<file path="src/rtl/uart_tx_cfg.sv">
// Configurable UART transmitter with a byte FIFO. Frame format is latched when a byte is popped,
// so configuration inputs may change freely while a frame is on the line.
module uart_tx_cfg #(
  parameter int unsigned DIV_W   = 16,
  parameter int unsigned FIFO_AW = 4
) (
  input  logic               clk,
  input  logic               rst,
  input  logic               wr_en,
  input  logic [7:0]         wr_data,
  input  logic [DIV_W-1:0]   baud_div,
  input  logic [1:0]         data_bits,
  input  logic [1:0]         parity_mode,
  input  logic               stop2,
  input  logic               send_break,
  output logic               tx,
  output logic               active,
  output logic               frame_done,
  output logic               fifo_full,
  output logic               fifo_empty,
  output logic [FIFO_AW:0]   fifo_level,
  output logic               overflow
);

  localparam int unsigned Depth = 2 ** FIFO_AW;
  localparam logic [FIFO_AW:0] DepthLvl = (FIFO_AW + 1)'(Depth);

  typedef enum logic [2:0] {
    StIdle,
    StStart,
    StData,
    StParity,
    StStop,
    StBreak
  } state_e;

  // ---------------------------------------------------------------------------------------------
  // FIFO
  // ---------------------------------------------------------------------------------------------
  logic [7:0]         mem_q [Depth];
  logic [FIFO_AW-1:0] wptr_q, rptr_q;
  logic [FIFO_AW:0]   level_q;
  logic               overflow_q;
  logic               push;
  logic               pop;

  assign fifo_full  = (level_q == DepthLvl);
  assign fifo_empty = (level_q == '0);
  assign fifo_level = level_q;
  assign overflow   = overflow_q;

  // A pop in the same cycle frees a slot, so a push into a full FIFO is still accepted.
  assign push = wr_en && (!fifo_full || pop);

  always_ff @(posedge clk) begin
    if (rst) begin
      wptr_q     <= '0;
      rptr_q     <= '0;
      level_q    <= '0;
      overflow_q <= 1'b0;
    end else begin
      if (push) wptr_q <= wptr_q + FIFO_AW'(1);
      if (pop)  rptr_q <= rptr_q + FIFO_AW'(1);
      unique case ({push, pop})
        2'b10:   level_q <= level_q + (FIFO_AW + 1)'(1);
        2'b01:   level_q <= level_q - (FIFO_AW + 1)'(1);
        default: level_q <= level_q;
      endcase
      overflow_q <= wr_en && !push;
    end
  end

  always_ff @(posedge clk) begin
    if (push) mem_q[wptr_q] <= wr_data;
  end

  // ---------------------------------------------------------------------------------------------
  // Frame parameters derived from the head of the FIFO and the live configuration
  // ---------------------------------------------------------------------------------------------
  logic [7:0] head_byte;
  logic [7:0] head_mask;
  logic [2:0] head_last;
  logic       head_par;

  assign head_byte = mem_q[rptr_q];
  assign head_mask = 8'hFF >> (2'd3 - data_bits);
  assign head_last = {1'b0, data_bits} + 3'd4;

  always_comb begin
    head_par = 1'b1;
    unique case (parity_mode)
      2'b01:   head_par = ^(head_byte & head_mask);
      2'b10:   head_par = ~^(head_byte & head_mask);
      default: head_par = 1'b1;
    endcase
  end

  // ---------------------------------------------------------------------------------------------
  // Transmit FSM
  // ---------------------------------------------------------------------------------------------
  state_e           state_q, state_d;
  logic [DIV_W-1:0] cnt_q, cnt_d;
  logic [DIV_W-1:0] div_q, div_d;
  logic [7:0]       shift_q, shift_d;
  logic [2:0]       bit_idx_q, bit_idx_d;
  logic [2:0]       last_q, last_d;
  logic             par_en_q, par_en_d;
  logic             par_bit_q, par_bit_d;
  logic             stop2_q, stop2_d;
  logic             stop_idx_q, stop_idx_d;
  logic             brk_stop_q, brk_stop_d;
  logic             bit_end;
  logic             start_frame;

  assign bit_end = (cnt_q == div_q);
  assign active  = (state_q != StIdle);

  always_ff @(posedge clk) begin
    if (rst) begin
      state_q    <= StIdle;
      cnt_q      <= '0;
      div_q      <= '0;
      shift_q    <= '0;
      bit_idx_q  <= '0;
      last_q     <= '0;
      par_en_q   <= 1'b0;
      par_bit_q  <= 1'b0;
      stop2_q    <= 1'b0;
      stop_idx_q <= 1'b0;
      brk_stop_q <= 1'b0;
    end else begin
      state_q    <= state_d;
      cnt_q      <= cnt_d;
      div_q      <= div_d;
      shift_q    <= shift_d;
      bit_idx_q  <= bit_idx_d;
      last_q     <= last_d;
      par_en_q   <= par_en_d;
      par_bit_q  <= par_bit_d;
      stop2_q    <= stop2_d;
      stop_idx_q <= stop_idx_d;
      brk_stop_q <= brk_stop_d;
    end
  end

  always_comb begin
    state_d     = state_q;
    cnt_d       = (state_q == StIdle || bit_end) ? '0 : cnt_q + DIV_W'(1);
    div_d       = div_q;
    shift_d     = shift_q;
    bit_idx_d   = bit_idx_q;
    last_d      = last_q;
    par_en_d    = par_en_q;
    par_bit_d   = par_bit_q;
    stop2_d     = stop2_q;
    stop_idx_d  = stop_idx_q;
    brk_stop_d  = brk_stop_q;
    start_frame = 1'b0;
    tx          = 1'b1;
    frame_done  = 1'b0;

    unique case (state_q)
      StIdle: begin
        if (send_break) begin
          state_d    = StBreak;
          div_d      = baud_div;
          brk_stop_d = 1'b0;
          stop_idx_d = 1'b0;
        end else if (!fifo_empty) begin
          start_frame = 1'b1;
        end
      end
      StStart: begin
        tx = 1'b0;
        if (bit_end) begin
          state_d   = StData;
          bit_idx_d = '0;
        end
      end
      StData: begin
        tx = shift_q[0];
        if (bit_end) begin
          shift_d = shift_q >> 1;
          if (bit_idx_q == last_q) begin
            state_d    = par_en_q ? StParity : StStop;
            stop_idx_d = 1'b0;
          end else begin
            bit_idx_d = bit_idx_q + 3'd1;
          end
        end
      end
      StParity: begin
        tx = par_bit_q;
        if (bit_end) begin
          state_d    = StStop;
          stop_idx_d = 1'b0;
        end
      end
      StStop: begin
        if (bit_end) begin
          if (stop_idx_q == stop2_q) begin
            frame_done = 1'b1;
            if (!fifo_empty && !send_break) begin
              start_frame = 1'b1;
            end else begin
              state_d = StIdle;
            end
          end else begin
            stop_idx_d = 1'b1;
          end
        end
      end
      StBreak: begin
        if (!brk_stop_q) begin
          // Line held low with the baud counter parked until the request drops.
          tx    = 1'b0;
          cnt_d = '0;
          if (!send_break) begin
            brk_stop_d = 1'b1;
            stop_idx_d = 1'b0;
          end
        end else if (bit_end) begin
          if (stop_idx_q) begin
            state_d    = StIdle;
            brk_stop_d = 1'b0;
          end else begin
            stop_idx_d = 1'b1;
          end
        end
      end
      default: state_d = StIdle;
    endcase

    if (start_frame) begin
      state_d    = StStart;
      cnt_d      = '0;
      div_d      = baud_div;
      shift_d    = head_byte;
      bit_idx_d  = '0;
      last_d     = head_last;
      par_en_d   = (parity_mode != 2'b00);
      par_bit_d  = head_par;
      stop2_d    = stop2;
      stop_idx_d = 1'b0;
    end
  end

  assign pop = start_frame;

endmodule

</file>
<file path="config.mk">
export PLATFORM = sky130hd
export DESIGN_NAME = uart_tx_cfg
export DESIGN_NICKNAME = d
export VERILOG_FILES = /design/src/rtl/uart_tx_cfg.sv
export SDC_FILE = /design/constraint.sdc
export NUM_CORES = 1
export LEC_CHECK = 0
export BUFFER_PORTS_ARGS = -buffer_cell sky130_fd_sc_hd__buf_2
export CORE_UTILIZATION = 65
export DETAILED_ROUTE_END_ITERATION = 10
export GPL_TIMING_DRIVEN = 0
export PLACE_DENSITY = 0.87
export SYNTH_ARGS = -nofsm -noshare
export SYNTH_HDL_FRONTEND = slang
export SYNTH_SLANG_ARGS = --single-unit
</file>
<file path="constraint.sdc">
create_clock -name clk -period 6 [get_ports clk]
set_clock_uncertainty 0.2 [all_clocks]
set_input_delay 0.6 -clock clk [delete_from_list [all_inputs] [get_ports clk]]
set_output_delay 0.6 -clock clk [all_outputs]
set_load 0.1 [all_outputs]
</file>
* After elaboration in Yosys (flattened, before gate mapping) *
Memory sizes are Yosys's and may differ from the RTL's. A register that Yosys moved wholly into a read port is not among the register bits.
Cells that the tools add are included.

storage, ports and cells
  bits in registers = 68
  RAM bits = 128
  bits of input ports = 33
  output and inout bits = 11
  memories kept = 1

memories
  memory  depth  width  read ports  clocked after memory_dff  write ports  RTL line  source
  mem_q   16     8      1           1                         1            40        logic [7:0] mem_q [Depth];

cells by class
  add/subtract/negate cells = 8
  eq/ne operators = 39
  shift operators = 1
  mux-type cells = 59
  bitwise logic cells = 1
  reduce and logical (&&, ||, !) cells = 31

operators by type and width
  kind                                                               number
  16-bit two-way mux                                                 6
  3-bit two-way mux                                                  15
  3-bit inequality test, second input constant                       13
  2-bit inequality test, second input constant                       13
  1-bit two-way mux                                                  25
  8-bit two-way mux                                                  3
  11-bit AND reduction                                               2
  3-bit one-hot mux with 6 select lines                              1
  16-bit by 1-bit adder with 16-bit output, second input constant    1
  16-bit == test                                                     1
  2-bit nonzero test                                                 8
  5-bit one-hot mux with 2 select lines                              1
  9-bit AND reduction                                                1
  4-bit by 1-bit adder with 4-bit output, second input constant      2
  8-bit AND                                                          1
  4-bit two-way mux                                                  2
  8-bit XNOR reduction                                               1
  8-bit XOR reduction                                                1
  8-bit by 2-bit >> shifter with 8-bit output, first input constant  1
  3-bit by 2-bit == test with 1-bit output, second input constant    2
  3-bit == test, second input constant                               2
  1-bit one-hot mux with 2 select lines                              3
  3-bit one-hot mux with 2 select lines                              1
  2-bit AND reduction                                                3
  22 further kinds                                                   30

* Logic depth before layout (Yosys ltp) *
  word-level depth = 11
  mapped depth = 14
  depth with buffers taken out = 14

* Worst setup path before layout *
No wires, ideal clock.

  kind = reg2reg
  from = register level_q[0] (netlist: fifo_level[0])
  to = memory mem_q[3][0], enable pin
  data arrival time = 2.827 ns
  slack = 2.641 ns
  cell stages (with the launch flop) = 10
  buffers on the path = 1
  clock period less this slack = 3.359 ns
  cell sequence = dfxtp_1 -> nor4_1 -> nand2_1 -> nand2b_1 -> or3_1 -> nor2_1 -> clkbuf_1 -> o21ai_1 -> nor3_1 -> and2_1

between the ends
  word-level cells in the longest chain between the ends = 11
  elaborated cells between the ends (all ways) = 15
  classes of those cells = eq/ne (1); mux (8); reduce/logical (6)

RTL lines
  element                                      RTL line  source
  start, declared                              42        logic [FIFO_AW:0] level_q;
  start signal, assigned                       65        2'b10: level_q <= level_q + (FIFO_AW + 1)'(1);
  start signal, assigned                       66        2'b01: level_q <= level_q - (FIFO_AW + 1)'(1);
  start signal, assigned                       67        default: level_q <= level_q;
  5-bit zero test                              48        assign fifo_empty = (level_q == '0);
  1-bit zero test                              203       if (!fifo_empty && !send_break) begin
  1-bit logical AND                            203
  1-bit two-way mux                            203
  1-bit two-way mux                            201       if (stop_idx_q == stop2_q) begin
  1-bit two-way mux                            200       if (bit_end) begin
  1-bit one-hot mux with 2 select lines        162       unique case (state_q)
  1-bit logical OR (*)                         53        assign push = wr_en && (!fifo_full || pop);
  1-bit logical AND (*)                        53
  1-bit two-way mux (*)                        74        if (push) mem_q[wptr_q] <= wr_data;
  1-bit two-way mux (implied by the code) (*)  74
  end, declared                                40

Mark *: on every way between the ends. The rest lies on a longest branch, timed or not.

* Final worst setup path *
  from = register cnt_q[6]
  to = memory mem_q[0][7], enable pin

between the ends
  word-level cells in the longest chain between the ends = 7

RTL lines
  element                                  RTL line  source
  start, declared                          102       logic [DIV_W-1:0] cnt_q, cnt_d;
  start signal, assigned                   133       cnt_q <= cnt_d;
  16-bit == test                           115       assign bit_end = (cnt_q == div_q);
  1-bit two-way mux                        200
  1-bit one-hot mux with 2 select lines    162
  1-bit logical OR                         53
  1-bit logical AND                        53
  1-bit two-way mux                        74
  1-bit two-way mux (implied by the code)  74

No other way between the ends.

==> out/metrics.yaml <==
setup_path:
  crit_path_end_kind: "flop"
  r2r_slack_ps: 2000
  rr_startpoint: "cnt_q[6]"
  critical_path.cell_chain: "xnor2_1 > nand4_1 > nor4_1 > a21oi_1 > nor2_1 > clkbuf_1 > o21ai_1 > nor3_1 > and2_1"
  slowest_stage: "nor4_1"
  cp.required_ps: 5870
  worst-r2r-cell-count: 9
  crit_arrival_ps: 3880
  r2r_end: "mem_q[0][7]"
  cp_max_fo: 10
  slowest_delay_ps: 640
  criticalPathCategory: "reg2reg"
  cp-start-kind: "flop"
placed_design:
  pre_cts_slack_ps: 2170
  dp_hpwl_um: 12400
  portBuffers: 43
  gp_congestion: 0.937
global_routing:
  grt_pass1_vias: 5325
  grtUsageTotal_pct: 29.7
  grt_overflow: 0
  antenna_found_initial: 0
  grt_start_max_net_pins: 18
  grt_pass1_wl_um: 28400
clock_tree:
  tritoncts: "built"
  clock_sinks: 200
  holdBufCountCts: 0
  clock_latency_ps: 430
  cts_buffer_depth: 2
  cts-root-buf: "clkbuf_16"
  cts_setup_buffers: 0
  cts_resized: 0
  cts_buffers: 17
  htreeDepth: 4
  clk_pin_slew_ps: 70
floorplan:
  die_x_um: 116
  design.die.area_um2: 13500
  fp.dieH_um: 116
  rows: 41
  core_um2: 12700
  initial_core_util_pct: 67.1
  ioPinCount: 44
sta:
  final_max_slew_viol_count: 0
  period_needed_ps: 4000
  finalCritPeriodShare_pct: 66.7
  finalHoldViolCount: 0
  tightest_slew_ps: 1370
  setup_viol: 0
  finalSetupTns_ps: 0
  rsz0062_at_grt: "false"
  fmaxAchievable_ghz: 0.250
  slew_headroom_pct: 6.61
  fin_ws_ps: 2000
routing:
  wl_met2_um: 9460
  viasPerCell: 6.37
  drc: 0
  drt_pass1_iterations: 7
  wire_per_inst_um: 21.6
  drtAntennaViolNets: 0
  top_layer_used: "met4"
  drt-met1-wl_um: 7240
  route.met3.wl_um: 1740
  drt_wl_total_um: 18900
  drt_iter0_markers: 638
  num_vias: 5571
pwr:
  power_leakage_nw: 3.38
  clkPwrFrac_pct: 27.6
  internal-power_mw: 2.78
  power_mw: 4.26
  switching_share_pct: 34.7
  power_density_nw_per_um2: 446
  combPwrFrac_pct: 32.9
  power_frac_seq_pct: 39.5
  peakVddDrop_v: 0.000287
  p_sw_mw: 1.48
logic_synthesis:
  synthTopCellsByArea: "edfxtp_1, dfxtp_1, mux4_2"
  yosys.area.top_type_share_pct: 45.2
  syn_avg_cell_area_um2: 13.5
  synthArstFlopShare_pct: 0
  yosysWarnings: 0
  synth_seq_area_share_pct: 62.1
  synth-edff-count: 128
  syn_nets: 675
  ys_seq_elements: 200
  syn_inst: 628
  ys_dominant_reg_cell: "edfxtp_1"
  synth_area_um2: 8510
  synth.distinct_cells: 56
  synth.largest_area_cell: "edfxtp_1"
worst_hold_path:
  holdPathStages: 3
  hp-start: "baud_div[10]"
  min_to: "div_q[10]"
  hold_path_class: "in2reg"
layout:
  drive_above_1_share_pct: 17.5
  antennaDiodeCount: 0
  area.growth.synth_to_final_pct: 12.4
  num-nets-final: 737
  final_util_pct: 75.5
  final_common_cell: "edfxtp_1"
  mostFrequentLayoutCells: "edfxtp_1, nor2_1, dfxtp_1, buf_2, nand2_1"
  fillers: 741
status:
  status: "complete, no violations"
flow_run:
  drv_cap: 0
[power groups by stage]
stage	Clock, mW	Combinational [mW]	Sequential, mW
after global placement	0	1.32	1.70
after global routing	1.24	1.50	1.69
after detailed placement	0	1.37	1.71
after floorplan	0	1.00	1.78
final	1.17	1.40	1.68
after CTS	1.18	1.39	1.68
[per-stage QoR]
stage	hold WS, ps	cell area [um^2]	instances
after floorplan	237	8510	628
after global placement	242	8940	843
after detailed placement	247	8940	843
after CTS	189	9560	875
after global routing	193	9560	875
final	199	9560	875
[layer usage]
layer  vias to the layer above  global-route usage [%]
li1                       2466                       -
met1                      2721                    37.8
met2                       333                    48.6
met3                        51                    7.42
met4                         0                    13.5
met5                         -                       0
[Yosys cell counts (3+ instances only)]
library cell	n
and4_1	5
edfxtp_1	128
a22oi_1	12
nor2b_1	6
inv_1	15
mux4_2	33
o21ai_1	4
and3_1	15
o21ai_0	11
mux2i_1	21
nor2_1	73
xor2_1	14
dfxtp_1	72
nor3_1	6
nand3_1	22
nand2_1	34
xnor2_1	32
nand4_1	6
clkbuf_1	17
a31oi_1	3
or3_1	4
buf_2	5
nor4_1	4
inv_2	3
nand2b_1	4
ha_1	13
a21oi_1	23
a211oi_1	4
buf_6	3
and2_1	4
[layout make-up]
cell class | instances | area (um^2) | share of cell area [%]
timing repair buffer | 43 | 215 | 2.25
buffer | 28 | 138 | 1.44
clock inverter | 8 | 81.3 | 0.850
clock buffer | 24 | 546 | 5.70
tap | 172 | 215 | 2.25
multi-input combinational | 382 | 3020 | 31.5
sequential | 200 | 5290 | 55.3
inverter | 18 | 67.6 | 0.707
[how the worst max path moves through the flow]
stage	start	end
CTS	cnt_q[6]	mem_q[0][7]
floorplan	fifo_level[0]	mem_q[3][0]
finish	cnt_q[6]	mem_q[0][7]
global placement	cnt_q[2]	mem_q[0][7]
global route	cnt_q[6]	mem_q[2][0]
detailed placement	cnt_q[2]	mem_q[0][7]
[logic make-up after synthesis]
logic type	share of synthesized area, %
DFF	62.1
and+or+nand+nor	10.6
AOI/OAI and AO/OA	5.72
muxes	12.0
xor gates and xnor gates	5.02
buffers and inverters	2.41
adders and majority gates	2.15
[state kept, by name (all words and copies together) (netlist names), 3 cells and up, named ones only]
signal and cells:
rptr_q 4, shift_q 8, fifo_level 5, wptr_q 4, state_q 3, cnt_q 16, last_q 3, mem_q 128
bit_idx_q 3, div_q 16
[critical path: cells and delay by family, from the launching register on]
kind / cells / cell delay [ps]
buffers and inverters: 1 / 430
AND/OR/NAND/NOR: 5 / 1850
flip-flops: 1 / 440
AO/OA/AOI/OAI: 2 / 550
XOR/XNOR: 1 / 170
No activity file was read; power rests on OpenSTA's default activity.
